$ cat src/rtl/traffic_phase_timer.sv
`timescale 1ns/1ps
// traffic_phase_timer
// Times the active phase of a traffic-light controller (green, yellow, all-red)
// against a programmed duration. It emits a one-cycle g_end/y_end/r_end pulse
// when that phase expires and exposes the remaining ticks for a countdown
// display. A prescaler turns clk cycles into ticks, and hold freezes all timing.
module traffic_phase_timer #(
    parameter int CNT_W    = 8,
    parameter int G_TIME   = 30,
    parameter int Y_TIME   = 3,
    parameter int R_TIME   = 2,
    parameter int TICK_DIV = 50000000
) (
    input  logic             clk,
    input  logic             rst,
    input  logic             fsm_g,
    input  logic             fsm_y,
    input  logic             fsm_r,
    input  logic             hold,
    output logic             g_end,
    output logic             y_end,
    output logic             r_end,
    output logic [CNT_W-1:0] remain,
    output logic             phase_err
);

    // Prescaler width; TICK_DIV=1 still needs a 1-bit counter that stays at 0.
    localparam int               PRE_W    = (TICK_DIV > 1) ? $clog2(TICK_DIV) : 1;
    localparam logic [PRE_W-1:0] PRE_LAST = PRE_W'(TICK_DIV - 1);

    // One-hot phase encodings as seen on {fsm_g, fsm_y, fsm_r}.
    localparam logic [2:0] PH_G = 3'b100;
    localparam logic [2:0] PH_Y = 3'b010;
    localparam logic [2:0] PH_R = 3'b001;

    // Durations are truncated to CNT_W bits; a zero duration is loaded as 1
    // so that every phase produces exactly one expiry pulse.
    localparam logic [CNT_W-1:0] ONE   = CNT_W'(1);
    localparam logic [CNT_W-1:0] G_RAW = CNT_W'(G_TIME);
    localparam logic [CNT_W-1:0] Y_RAW = CNT_W'(Y_TIME);
    localparam logic [CNT_W-1:0] R_RAW = CNT_W'(R_TIME);
    localparam logic [CNT_W-1:0] G_DUR = (G_RAW == '0) ? ONE : G_RAW;
    localparam logic [CNT_W-1:0] Y_DUR = (Y_RAW == '0) ? ONE : Y_RAW;
    localparam logic [CNT_W-1:0] R_DUR = (R_RAW == '0) ? ONE : R_RAW;

    logic [2:0]       ph;
    logic             phase_chg;
    logic             ph_legal;
    logic             tick;
    logic [CNT_W-1:0] load_dur;

    logic [2:0]       phase_q,  phase_d;
    logic [CNT_W-1:0] remain_q, remain_d;
    logic [PRE_W-1:0] pre_q,    pre_d;
    logic             done_q,   done_d;
    logic [2:0]       end_q,    end_d;   // {g_end, y_end, r_end}
    logic             err_q,    err_d;

    assign ph        = {fsm_g, fsm_y, fsm_r};
    assign phase_chg = (ph != phase_q);
    assign tick      = (pre_q == PRE_LAST) && !hold;

    // Decode the incoming phase: is it legal, and what duration does it load.
    // NOTE: every variable written in an always_comb gets a default first;
    // a path that leaves one unassigned would infer a latch.
    always_comb begin
        ph_legal = 1'b1;
        load_dur = '0;
        case (ph)
            PH_G:    load_dur = G_DUR;
            PH_Y:    load_dur = Y_DUR;
            PH_R:    load_dur = R_DUR;
            default: ph_legal = 1'b0;
        endcase
    end

    // Next-state logic: phase load beats illegal-phase capture, which beats
    // countdown and expiry; end pulses default low so they last one cycle.
    always_comb begin
        phase_d  = phase_q;
        remain_d = remain_q;
        pre_d    = pre_q;
        done_d   = done_q;
        end_d    = 3'b000;
        err_d    = err_q;

        if (!hold) begin
            pre_d = (pre_q == PRE_LAST) ? '0 : pre_q + 1'b1;
        end

        if (phase_chg && ph_legal) begin
            // A new legal phase restarts timing even while hold is high.
            phase_d  = ph;
            remain_d = load_dur;
            pre_d    = '0;
            done_d   = 1'b0;
            err_d    = 1'b0;
        end else if (phase_chg) begin
            // Illegal phase: stop timing and flag it until the next legal load.
            phase_d  = ph;
            remain_d = '0;
            done_d   = 1'b1;
            err_d    = 1'b1;
        end else if (tick && !done_q) begin
            if (remain_q > ONE) begin
                remain_d = remain_q - ONE;
            end else if (remain_q == ONE) begin
                remain_d = '0;
                done_d   = 1'b1;
                // Only a legal one-hot phase can be counting down, so the
                // stored phase doubles as the pulse select.
                end_d    = phase_q;
            end
        end
    end

    // State register with asynchronous clear of all timing state and outputs.
    // NOTE: sequential state uses non-blocking assignments so every register
    // samples the pre-edge values regardless of statement order.
    always_ff @(posedge clk or posedge rst) begin
        if (rst) begin
            phase_q  <= 3'b000;
            remain_q <= '0;
            pre_q    <= '0;
            done_q   <= 1'b0;
            end_q    <= 3'b000;
            err_q    <= 1'b0;
        end else begin
            phase_q  <= phase_d;
            remain_q <= remain_d;
            pre_q    <= pre_d;
            done_q   <= done_d;
            end_q    <= end_d;
            err_q    <= err_d;
        end
    end

    assign g_end     = end_q[2];
    assign y_end     = end_q[1];
    assign r_end     = end_q[0];
    assign remain    = remain_q;
    assign phase_err = err_q;

endmodule
$ cat config.mk
export PLATFORM = sky130hd
export DESIGN_NAME = traffic_phase_timer
export DESIGN_NICKNAME = d
export VERILOG_FILES = /design/src/rtl/traffic_phase_timer.sv
export SDC_FILE = /design/constraint.sdc
export NUM_CORES = 1
export LEC_CHECK = 0
export ABC_AREA = 0
export BUFFER_PORTS_ARGS = -buffer_cell sky130_fd_sc_hd__buf_2
export CORE_ASPECT_RATIO = 1.5
export CORE_MARGIN = 3
export CORE_UTILIZATION = 35
export CTS_CLUSTER_DIAMETER = 30
export DETAILED_ROUTE_END_ITERATION = 12
export GPL_TIMING_DRIVEN = 1
export PLACE_DENSITY = 0.51
export SYNTH_ARGS = -nofsm -noshare
export SYNTH_HDL_FRONTEND = slang
export SYNTH_SLANG_ARGS = --single-unit
$ cat constraint.sdc
create_clock -name clk -period 3.9 [get_ports clk]
set_input_delay 0.195 -clock clk [delete_from_list [all_inputs] [get_ports clk]]
set_output_delay 0.195 -clock clk [all_outputs]
set_load 0.1 [all_outputs]
# [After elaboration in Yosys (flattened, before gate mapping)]
# Cells that the tools add are included.
[word_totals] input_bits=6 word_cells=53 regBits=42
[classes] reduce_logical=12 mux=24 n_eq_ne=8 n_addsub=2 magnitude_cmp=1
[op_table] cell="26-bit 2-to-1 mux" n=3
[op_table] cell="8-bit 2-to-1 mux" n=5
[op_table] cell="26-bit by 1-bit adder with 26-bit output (second input constant)" n=1
[op_table] cell="26-bit equality test (second input constant)" n=1
[op_table] cell="3-bit 2-to-1 mux" n=7
[op_table] cell="5-bit case mux with 3 select lines" n=1
[op_table] cell="8-bit by 1-bit equality test with 1-bit output (second input constant)" n=1
[op_table] cell="8-bit by 1-bit greater-than comparator with 1-bit output (second input constant)" n=1
[op_table] cell="1-bit 2-to-1 mux" n=8
[op_table] cell="8-bit by 1-bit subtractor with 8-bit output (second input constant)" n=1
[op_table] cell="3-bit nonzero test" n=2
[op_table] cell="4-bit nonzero test" n=1
[op_table] cell="3-bit by 1-bit equality test with 1-bit output (second input constant)" n=1
[op_table] cell="3-bit by 2-bit equality test with 1-bit output (second input constant)" n=1
[op_table] cell="3-bit equality test (second input constant)" n=1
[op_table] cell="1-bit logical AND" n=3
[op_table] cell="3-bit != test" n=1
[op_table] cell="3-bit != test (second input constant)" n=1
[op_table] cell="3-bit AND reduction" n=1
[op_table] cell="3-bit OR reduction" n=1
[op_table] cell="1-bit zero test" n=2
[op_table] cell="2-bit by 1-bit != test with 1-bit output (second input constant)" n=1
[op_table] cell="2-bit AND reduction" n=1
[op_table] cell="2-bit nonzero test" n=1

# [Depth between registers and ports, before layout]
[logic_depth] ltp_word=6 ltp_mapped=8

# [Least setup slack after synthesis]
# OpenSTA, ideal clock, no wires.
[synth_path] path_type="register -> register" start="register remain_q[1], in the netlist remain[1]" end="register remain_q[7], in the netlist remain[7]" synth_period_minus_slack_ns=2.948 path_stages_with_launch=9 t_required_ns=3.823 arrival_ns=2.870 slack_ns=0.952 path_buffers=1 path_cell_list="dfrtp_1 inv_1 ha_1 or3b_2 nor3_1 or4_1 buf_2 or4b_1 a21oi_1"
[synth_between] elab_chain_cells=5 elab_cells_between_ends=9 cone_classes="add/sub (1); order compare (1); eq/ne (1); mux (4); reduce/logical (2)"
[synth_lines] element="start: declaration" line_no="53" text="logic [CNT_W-1:0] remain_q, remain_d;"
[synth_lines] element="start signal: assignment" line_no="130" text="remain_q <= remain_d;"
[synth_lines] element="8-bit by 1-bit subtractor with 8-bit output or 8-bit by 1-bit greater-than comparator with 1-bit output (tied branches)" line_no="106, 105"
[synth_lines] element="8-bit 2-to-1 mux" line_no="105" text="if (remain_q > ONE) begin"
[synth_lines] element="8-bit 2-to-1 mux" line_no="104" text="end else if (tick && !done_q) begin"
[synth_lines] element="8-bit 2-to-1 mux" line_no="98" text="end else if (phase_chg) begin"
[synth_lines] element="8-bit 2-to-1 mux" line_no="91" text="if (phase_chg && ph_legal) begin"
# Several ways; a longest one is shown, not always the timed one. The select of a mux whose other input is x is not followed.
# A chain may end at the register's enable or synchronous reset.

# [Final worst setup path]
[layout_path] start="register pre_q[1]" end="register remain_q[7], in the netlist remain[7]"
[layout_between] elab_chain_cells=5
[layout_lines] element="start: declaration" line_no="54" text="logic [PRE_W-1:0] pre_q, pre_d;"
[layout_lines] element="start signal: assignment" line_no="131" text="pre_q <= pre_d;"
[layout_lines] element="26-bit equality test" line_no="61" text="assign tick = (pre_q == PRE_LAST) && !hold;"
[layout_lines] element="1-bit logical AND" line_no="61"
[layout_lines] element="1-bit logical AND" line_no="104"
[layout_lines] element="3-bit nonzero test (no source line)"
[layout_lines] element="2-bit AND reduction (no source line)"
# No other way between the ends.

==> results.tsv <==
stage	metric	value	unit
run_status	status	finished clean	
timing	clock skew	11.4	ps
place	Placed Cells	354	
place	Port Buffer Count	17	
global_routing	most used routing layer in global routing	met2	
floorplan	chip width	74.4	um
route	drt pass-1 iters	4	
place	dpl hpwl	4360	um
worst_setup_path	CP cell instances	ha_1 > nand4b_4 > or3_1 > or4_1 > or4b_1 > a21oi_1	
clock_tree	Inserted Clock Buffers	5	
cells_and_area	Nets	294	
route	DRT iter0 DRCs	77	
timing	max-slew violations	0	
global_routing	first-pass GRT wire length	10300	um
pwr	worst vdd ir	151	uV
synthesis	sequential area share after synthesis	42.8	%
global_routing	total track usage	16.5	%
synthesis	Yosys cell types	53	
hold_path	Hold/Removal Path Class	in2async	
synthesis	top_reg_cell synth	dfrtp_1	
global_routing	number of global-route vias before repair	2112	
worst_setup_path	WP data required	4110	ps
global_routing	met1 Use GR	18.8	%
synthesis	top cells by area, synth	dfrtp_1 (43%), a21oi_1 (3.9%), o21ai_0 (3.7%)	
timing	normalized max-slew margin	32.7	%
run	max_cap viols	0	
route	antenna viol nets, final	0	
synthesis	Post-synth top cells	dfrtp_1 (42), nor2_1 (23), a21oi_1 (19), o21ai_0 (18), nand3_1 (12)	
route	DR vias	2129	
clock_tree	post_cts resized	0	
synthesis	Mapped Cells	271	
timing	fin crit share	67.6	%
cells_and_area	Seq. cell area	1050	um2
global_routing	initial antenna violation count	0	
route	vias per inst	5.88	
synthesis	EDFF count, synth	0	
clock_tree	clk slew on worst S/H paths	90	ps
route	post-DR wirelength/cell	16.3	um
worst_setup_path	CP Data Arrival Time	2840	ps
timing	post-layout min period	2640	ps
timing	worst-margin pin slew	1010	ps
global_routing	met2 GRT Util	28.7	%
cells_and_area	Fill cells	708	
synthesis	fraction of registers with async set/reset	100	%
timing	Hold Fails Final Rpt	0	
place	Routability Congestion	0.821	
pwr	Leak	1.13	nW
floorplan	Initial Util	36.8	%
synthesis	post-synthesis register bit count	42	
floorplan	CORE AREA	6670	um2
clock_tree	hold-fix buffers at CTS	0	
clock_tree	clk_lat worst skew	290	ps
synthesis	cell with the most instances after synthesis	dfrtp_1	
clock_tree	CTS root buf	clkbuf_8	
worst_setup_path	slowest stage cell, crit path	or4_1	
clock_tree	CTS sink count	42	
global_routing	global routing usage on met3	2.88	%
floorplan	Die H	109	um
timing	fmax	380	MHz
cells_and_area	footprint of the multi-input gates	1310	um2
floorplan	IO Count	18	
cells_and_area	share of cells above drive strength 1	14.0	%
worst_setup_path	worst r2r src	pre_q[1]	
synthesis	top cell type's share of synthesized area	42.8	%
worst_setup_path	Crit Path Class	reg2reg	
synthesis	yosys warns	0	
route	DRC violations left	0	
clock_tree	H-tree Lvls	2	
global_routing	GRT overflow	0	
route	drt total wl	5910	um
clock_tree	setup bufs post-CTS	0	
worst_setup_path	CP endpoint kind	flop	
worst_setup_path	crit start category	flop	
floorplan	die area	8080	um2
clock_tree	clock buffer depth	2	
cells_and_area	# diodes	0	
worst_setup_path	worst stage delay on the critical path	680	ps
cells_and_area	P&R area growth vs syn	10.4	%
worst_setup_path	crit-path max FO	8	
synthesis	Mean Syn Cell Area	9.06	um2
timing	final setup violation count	0	
worst_setup_path	CP startpoint	pre_q[1]	
global_routing	pin count of the biggest net entering global routing	43	
floorplan	FP Rows	36	
timing	Post-Route Setup TNS	0	ps
timing	RSZ-0062 raised after global routing	no	
synthesis	Post-Syn Nets	280	
pwr	Power Density	354	nW/um2
clock_tree	CTS tree	yes	
synthesis	largest area contributor in the netlist	dfrtp_1	
cells_and_area	non-filler cells, final	362	
synthesis	post-synthesis instance area	2460	um2
-- cells by family (layout without fill, tap and decap cells) --
kind of cell | Yosys count | count (layout) | synth area share [%]
AO/OA/AOI/OAI | 61 | 61 | 15.5
AND/OR/NAND/NOR | 129 | 129 | 31.9
adder cells (fa/ha/maj) | 3 | 3 | 1.53
buffers and inverters | 25 | 40 | 4.02
multiplexers | 4 | 4 | 1.73
XOR/XNOR | 7 | 7 | 2.50
flip-flops | 42 | 42 | 42.8
-- cell type report --
type | count | area share [%]
clock buffer | 6 | 3.05
clock inverter | 2 | 0.461
inverter | 11 | 1.52
multi-input combinational | 204 | 48.5
sequential | 42 | 38.8
tap | 76 | 3.51
timing repair buffer | 21 | 4.25
-- flip-flops by register name (all words and copies together), names as in the netlist --
register,count
end_q,3
pre_q,26
remain,8
phase_q,3
phase_err,1
done_q,1
-- where the power goes --
group,leakage (nW),internal [mW],switching (mW),total [mW]
sequential,0.568,0.450,0.0178,0.468
combinational,0.510,0.0545,0.141,0.196
clock,0.0472,0.142,0.154,0.296
total,1.13,0.647,0.313,0.959
-- layout by cell type (no fill, tap or decap), drive strengths merged, types with 2 or more instances in the layout --
cell      n
or4      10
clkinv    2
nor2b     3
and4      4
and3      5
clkbuf    6
ha        3
o311ai    2
or3      10
xnor2     6
mux2i     2
nor3     10
nor4     10
inv      10
nand3b    2
or3b      2
nand2    11
nor4b     4
o21ai    18
mux2      2
or4b      2
a221o     2
nor2     23
or2       2
dfrtp    42
and2      3
nor3b     2
a22oi     2
nand4     8
buf      21
o31ai     8
a2bb2oi   2
nand3    12
a21oi    19
nand4b    2
-- path summary, 6_finish.rpt --
| kind | endpoint | slack [ps] | cells after the start |
|---|---|---|---|
| min | phase_q[1] | 20 | 3 |
| max | remain[7] | 1260 | 6 |
| min in group clk | phase_q[2] | 90 | 1 |
| max reg2reg | remain[7] | 1260 | 6 |
| min reg2reg | phase_err | 500 | 2 |
| max in group asynchronous | pre_q[3] | 3490 | 3 |
-- per-layer routing --
layer	share of wire, %	vias up
li1	-	1047
met1	42	1028
met2	52	40
met3	2.6	14
met4	3.7	0
met5	0	-
-- per-stage QoR --
stage | power, mW | hold slack [ps] | instance area [um2] | utilization (%) | setup slack (ps)
6_report | 0.959 | 18.4 | 2710 | 40.7 | 1260
5_1_grt | 1.02 | 82.2 | 2710 | 40.7 | 1060
4_1_cts | 0.974 | 43.2 | 2710 | 40.7 | 1250
3_5_place_dp | 0.674 | 373 | 2620 | 39.2 | 1270
3_3_place_gp | 0.674 | 359 | 2620 | 39.2 | 1260
2_1_floorplan | 0.630 | 293 | 2460 | - | 952
-- critical path: cells and delay by family, from the launching register on --
family	cells	cell delay (ps)
AND/OR/NAND/NOR	4	1730
flip-flops	1	380
adder cells (fa/ha/maj)	1	250
AO/OA/AOI/OAI	1	190
Power figures use the tool's default switching activity.
